===== src/rtl/multi_edge_detect.sv =====
// multi_edge_detect: per-channel synchronised, debounced edge detector with sticky event/overrun flags
module multi_edge_detect #(
  parameter int CHANNELS      = 4,
  parameter int SYNC_STAGES   = 2,
  parameter int FILTER_CYCLES = 4
) (
  input  logic                  clk,
  input  logic                  reset,
  input  logic [CHANNELS-1:0]   in,
  input  logic [2*CHANNELS-1:0] mode,
  input  logic [CHANNELS-1:0]   clear,
  output logic [CHANNELS-1:0]   pulse,
  output logic [CHANNELS-1:0]   level,
  output logic [CHANNELS-1:0]   event_flag,
  output logic [CHANNELS-1:0]   overrun
);
  localparam int CW = $clog2(FILTER_CYCLES) + 1;
  localparam logic [CW-1:0] LAST = CW'(FILTER_CYCLES - 1);
  typedef enum logic [5:0] {
    IDLE_LOW  = 6'b000001,
    QUAL_HIGH = 6'b000010,
    EDGE_HIGH = 6'b000100,
    IDLE_HIGH = 6'b001000,
    QUAL_LOW  = 6'b010000,
    EDGE_LOW  = 6'b100000
  } state_t;
  for (genvar g = 0; g < CHANNELS; g++) begin : g_ch
    logic [SYNC_STAGES-1:0] sync_q, sync_d;
    state_t                 state_q, state_d;
    logic [CW-1:0]          cnt_q, cnt_d;
    logic                   pulse_q, pulse_d;
    logic                   level_q, level_d;
    logic                   evt_q, evt_d;
    logic                   ovr_q, ovr_d;
    logic                   s;
    assign s = sync_q[SYNC_STAGES-1];
    // next state: synchroniser shift, debounce FSM, and outputs decoded from the state being entered
    always_comb begin
      sync_d  = {sync_q[SYNC_STAGES-2:0], in[g]};
      state_d = state_q;
      cnt_d   = cnt_q;
      unique case (state_q)
        IDLE_LOW:
          if (s) begin
            if (FILTER_CYCLES == 1) state_d = EDGE_HIGH;
            else state_d = QUAL_HIGH;
            cnt_d = CW'(1);
          end
        QUAL_HIGH:
          if (!s) state_d = IDLE_LOW;
          else if (cnt_q == LAST) state_d = EDGE_HIGH;
          else cnt_d = cnt_q + CW'(1);
        EDGE_HIGH: state_d = IDLE_HIGH;
        IDLE_HIGH:
          if (!s) begin
            if (FILTER_CYCLES == 1) state_d = EDGE_LOW;
            else state_d = QUAL_LOW;
            cnt_d = CW'(1);
          end
        QUAL_LOW:
          if (s) state_d = IDLE_HIGH;
          else if (cnt_q == LAST) state_d = EDGE_LOW;
          else cnt_d = cnt_q + CW'(1);
        EDGE_LOW: state_d = IDLE_LOW;
        default: state_d = IDLE_LOW;
      endcase
      pulse_d = (state_d == EDGE_HIGH && mode[2*g]) || (state_d == EDGE_LOW && mode[2*g+1]);
      level_d = state_d == EDGE_HIGH || state_d == IDLE_HIGH || state_d == QUAL_LOW;
      evt_d   = pulse_q | (evt_q & ~clear[g]);
      ovr_d   = (pulse_q & evt_q & ~clear[g]) | (ovr_q & ~clear[g]);
    end
    // channel state register; clear racing a pulse discards the old flag so no overrun is reported
    always_ff @(posedge clk or negedge reset) begin
      if (!reset) begin
        sync_q  <= '0;
        state_q <= IDLE_LOW;
        cnt_q   <= '0;
        pulse_q <= 1'b0;
        level_q <= 1'b0;
        evt_q   <= 1'b0;
        ovr_q   <= 1'b0;
      end else begin
        sync_q  <= sync_d;
        state_q <= state_d;
        cnt_q   <= cnt_d;
        pulse_q <= pulse_d;
        level_q <= level_d;
        evt_q   <= evt_d;
        ovr_q   <= ovr_d;
      end
    end
    assign pulse[g]      = pulse_q;
    assign level[g]      = level_q;
    assign event_flag[g] = evt_q;
    assign overrun[g]    = ovr_q;
  end
endmodule

===== config.mk =====
export PLATFORM = sky130hd
export DESIGN_NAME = multi_edge_detect
export DESIGN_NICKNAME = d
export VERILOG_FILES = /design/src/rtl/multi_edge_detect.sv
export SDC_FILE = /design/constraint.sdc
export NUM_CORES = 1
export LEC_CHECK = 0
export ABC_CLOCK_PERIOD_IN_PS = 3500
export BUFFER_PORTS_ARGS = -buffer_cell sky130_fd_sc_hd__buf_2
export CAP_MARGIN = 20
export CORE_MARGIN = 5
export CORE_UTILIZATION = 62
export CTS_CLUSTER_DIAMETER = 30
export DETAILED_ROUTE_END_ITERATION = 6
export PLACE_DENSITY_LB_ADDON = 0.08
export SETUP_SLACK_MARGIN = 0.3
export SKIP_CTS_REPAIR_TIMING = 1
export SYNTH_ARGS = -nofsm -noshare
export SYNTH_HDL_FRONTEND = slang
export SYNTH_SLANG_ARGS = --single-unit

===== constraint.sdc =====
create_clock -name clk -period 3.5 [get_ports clk]
set_input_delay 0 -clock clk [delete_from_list [all_inputs] [get_ports clk]]
set_output_delay 0 -clock clk [all_outputs]
set_load 0.02 [all_outputs]

### Word-level counts from Yosys, hierarchy flattened

Index checks and enable logic that the tools add are counted.
Widths: inputs -> output; s select.

* flip-flop bits (word level): 60
* input port bits: 18
* output and inout port bits: 16

* $add $sub $neg: 4
* equal/unequal tests: 56
* multiplexer cells: 52
* bitwise gates (word level): 28
* reductions and logical operators: 28

Operator list (count)
* $mux 6: 24
* $pmux 6 s5: 4
* $mux 3: 20
* $eq 6x3->1 const B: 8
* $eq 6x4->1 const B: 8
* $eq 6x5->1 const B: 8
* $pmux 3 s4: 4
* $ne 2x2->1 const B: 16
* $eq 6x1->1 const B: 4
* $eq 6x2->1 const B: 4
* $eq 6x6->1 const B: 4
* $reduce_and 5->1: 4
* $and 1x1->1: 16
* $reduce_bool 4->1: 4
* $add 3x1->3 const B: 4
* $eq 3x2->1 const B: 4
* $logic_or 1x1->1: 12
* $logic_and 1x1->1: 8
* $or 1x1->1: 8
* $not 1->1: 4

### Longest topological paths before layout

* depth in word-level cells: 7
* gate-level depth with buffers: 6
* mapped depth without buffers: 6

### Worst setup path after synthesis

No wires, ideal clock.

* kind: register to register
* start: register g_ch[3].state_q[3]
* end: register g_ch[3].cnt_q[0]
* data arrival time: 1667 ps
* slack: 1708 ps
* cell stages (with the launch flop): 6
* buffers on the path: 1
* path through: dfrtp_1 > buf_2 > or4_1 > nor2_1 > a221o_2 > mux2_2

* longest elaborated chain between the ends: 3
* elaborated cells between the ends (all ways): 11

RTL lines
* start: declaration: RTL line 29 `state_t state_q, state_d;`
* start signal: assignment: RTL line 84 `state_q <= state_d;`
* $eq 6x5->1, or another cell as far along: RTL line 42 `unique case (state_q)`
* $reduce_bool 4->1 (no source line) / $ne 2x2->1 (equally long branches)
* $reduce_and 5->1 (no source line)
* end signal: assignment: RTL line 85 `cnt_q <= cnt_d;`
* end: declaration: RTL line 30 `logic [CW-1:0] cnt_q, cnt_d;`

Parallel ways exist; a longest one is shown, timed or not.
A chain may end at the register's enable or synchronous reset.

### Worst setup path in the final report

* start: register g_ch[0].state_q[2]
* end: register g_ch[0].pulse_q

* longest elaborated chain between the ends: 6
* elaborated cells between the ends (all ways): 17

RTL lines
* start: declaration: RTL line 29
* start signal: assignment: RTL line 84
* $mux 6, on equally long branches: RTL line 62, 51
* $mux 6, on equally long branches: RTL line 61, 50
* $pmux 6 s5 (*): RTL line 42
* named net g_ch[0].state_d[2]: RTL line 29
* $eq 6x3->1 / $eq 6x6->1 (equally long branches): RTL line 67 `pulse_d = (state_d == EDGE_HIGH && mode[2*g]) || (state_d == EDGE_LOW && mode[2*g+1]);`
* $logic_and 1x1->1: RTL line 67
* $logic_or 1x1->1 (*): RTL line 67
* named net g_ch[0].pulse_d: RTL line 31 `logic pulse_q, pulse_d;`
* end signal: assignment: RTL line 86 `pulse_q <= pulse_d;`
* end: declaration: RTL line 31

The timed path passes the listed nets; every way through them passes the cells marked *.

==> key figures <==
Timing
  • Period utilization: 62.3%
  • Setup tns final: 0 ns
  • RSZ-0062 raised after global routing: no
  • Normalized max-slew margin: 52.0%
  • Endpoints failing hold: 0
  • Worst Skew: 0.00818 ns
  • Slew Viols, Final: 0
  • Min Clock Period, post-route: 2.18 ns
  • Final setup viols: 0
  • Slew @ Worst Pin: 0.721 ns
  • FMAX: about 0.46 GHz

Clocking
  • Clk Tree Root Cell: clkbuf_8
  • H-tree depth: 3
  • Total CTS buffers: 9
  • CTS sink count: 60
  • Clock tree buffer depth: 2
  • Clk_lat worst skew: ~0.34 ns
  • CTS clk-pin slew, worst paths: about 0.070 ns
  • CTS tree: yes

Floorplanning
  • Initial Util: between 60% and 70%
  • Ports: 34
  • Die ar.: 6280 µm²
  • Rows: 25
  • Core area: 4690 µm²
  • Chip width: between 70 and 80 µm
  • Die H: 79.3 µm

Final layout
  • Area Growth Syn to Fin: 15.5%
  • Most common cell after layout, fill and taps aside: dfrtp_1
  • Final Cell Area: approximately 3400 µm²
  • Register Area: 1510 µm²
  • Antenna diode count: 0
  • Multi-input logic area: 1250 µm²
  • Layout cell share with drive strength beyond 1: 20.1%
  • Final Util: 73.2%
  • Most frequent cells in the layout: dfrtp_1 (56), buf_2 (33), nor2_1 (25), nand2_1 (23), dlygate4sd3_1 (17)
  • Nets@finish: 355
  • Fillers: roughly 340

Yosys
  • Register area share after synthesis: around half
  • Mapped Area: approximately 3000 µm²
  • Yosys cell types: 55
  • Net Count, Synth: roughly 320
  • Post-synth top flop: dfrtp_1
  • Cells after Synth: 290
  • Mapped Avg Cell Area: 10.3 µm²
  • Ys Warns: 0
  • Ys async rst share: between 90% and 100%
  • FF+latch count, synth: 60
  • Number of enable-type register cells in the synthesized netlist: 0

Worst setup path
  • Critical path arrival: 2.46 ns
  • Critical path startpoint: g_ch[0].state_q[2]
  • Crit-path max FO: 7
  • Reg2Reg Launch Point: g_ch[0].state_q[2]
  • CP Capture Type: flip-flop
  • Crit-path leading delay family: simple AND/OR/NAND/NOR gates
  • CP Class: reg -> reg
  • CP startpoint kind: flip-flop
  • Worst path max stage delay: 0.55 ns
  • WP data required: 3.78 ns
  • Worst path buffer plus inverter count: 1
  • Crit-path cells: nor4_1 > nand2_1 > nor3_1 > a22o_1 > dlygate4sd3_1
  • Slowest CP cell: dlygate4sd3_1

Flow run
  • Max Cap Viol: 0

Placed design
  • Port Buffers: 33
  • Dpl cell area: 3050 µm²
  • Final GP Congestion: 0.832
  • Hpwl dp: 3710 µm

Status
  • Status: finished clean

Min path
  • HP Start: in[1]
  • Worst hold path class: in -> reg

Detailed routing
  • Drt first pass iters: 4
  • Wire per inst: about 14 µm
  • Residual DRC: 0
  • Via count: 2,183
  • Routed Antenna Nets: 0
  • Iter 0 DRT Violations: 116
  • Vias per cell: 5.63
  • Drt total wl: 5280 µm

Global route
  • Pin count of the biggest net entering global routing: 61
  • Initial antenna violation count: 0
  • GRT overflow: 0
  • Global Route Usage Sum: 18.6%
  • First-pass GRT wire length: between 9000 and 10,000 µm
  • Vias in the first global route: between 2,000 and 2,500

Power and ir drop
  • Worst VDD drop: between 300 and 400 µV
  • Leak: 0.00165 µW
  • PwrDens: 577 nW/µm²
[routing by layer]
metal / track usage [%] / wire [µm]
met1: 24.1 / 2430
met5: 0 / 0
met4: 10.7 / 82
met3: 4.88 / 278
met2: 28.3 / 2490
[cells in the mapped netlist, types with 2 or more instances]
cell      count  area share (%)
or4_1         3            0.76
and4_1        2            0.59
nor3_1       15             2.5
buf_4        16             4.0
nor3b_1       2            0.50
o21ai_0      10             1.7
mux2_2        4             1.5
nor2_1       25             3.2
nand2b_1     10             2.1
and2b_2       3            0.88
a21o_1        5             1.3
or3_1         4            0.84
o31ai_1       2            0.50
mux2i_1       4             1.3
and3_1        2            0.42
dfstp_2       4             3.5
nor4b_1       2            0.59
o41ai_1       2            0.59
buf_2         4            0.67
nand2_1      23             2.9
a22oi_1       2            0.50
a21oi_1      14             2.4
nor2b_1       7             1.5
dfrtp_1      56              47
a22o_1        4             1.2
inv_1        14             1.8
o211ai_1      2            0.50
xor2_1        3            0.88
ha_1          8             3.4
mux2_4        2             1.0
nor4_1        8             1.7
xnor2_1       5             1.5
[worst paths after layout]
path	to	slack (ns)	cells after the start
max	g_ch[0].pulse_q	1.32	5
min	g_ch[1].sync_q[0]	0.30	2
max reg2reg	g_ch[0].pulse_q	1.32	5
min reg2reg	g_ch[1].sync_q[1]	0.35	0
max in group asynchronous	g_ch[0].level_q	2.68	3
min in group asynchronous	g_ch[2].cnt_q[0]	0.34	3
[flip-flops by register name, summed over array words and instances (netlist names)]
name / flops
g_ch.cnt_q: 12
g_ch.pulse_q: 4
g_ch.state_q: 24
g_ch.ovr_q: 4
g_ch.evt_q: 4
g_ch.level_q: 4
g_ch.sync_q: 8
[cell families after synthesis]
logic type	Yosys count	share of synthesized area, %
flops	60	50.7
compound gates	52	11.7
mux	10	3.87
buf+inv	37	7.15
simple gates	115	21.0
fa+ha+maj	8	3.37
xor+xnor	8	2.36
[layout make-up]
type	instances	share of cell area, %
clock buffer	11	4.41
clock inverter	5	1.75
inverter	14	1.53
multi-input combinational	193	36.5
sequential	60	43.8
tap	54	1.97
timing repair buffer	51	9.98
[metrics by stage]
stage	total power, µW	hold WS, ns	setup slack, ns	cells
floorplan	1240	-0.296	1.71	290
global placement	1330	0.109	1.67	355
detailed placement	1340	0.110	1.58	355
CTS	2000	-0.253	1.56	371
global route	2120	0.305	1.11	388
finish	1980	0.304	1.32	388
[power breakdown]
group          internal, µW  switching, µW
combinational           224            237
sequential              789           97.3
clock                   367            270
[worst reg2reg max path, delay by kind of cell, from the launching register on]
| family | cells | cell delay, ns |
|---|---|---|
| AO/OA/AOI/OAI | 1 | 0.20 |
| flip-flops | 1 | 0.43 |
| buffers and inverters | 1 | 0.55 |
| AND/OR/NAND/NOR | 3 | 0.94 |
Note: power is estimated with default switching activity, not from simulation.
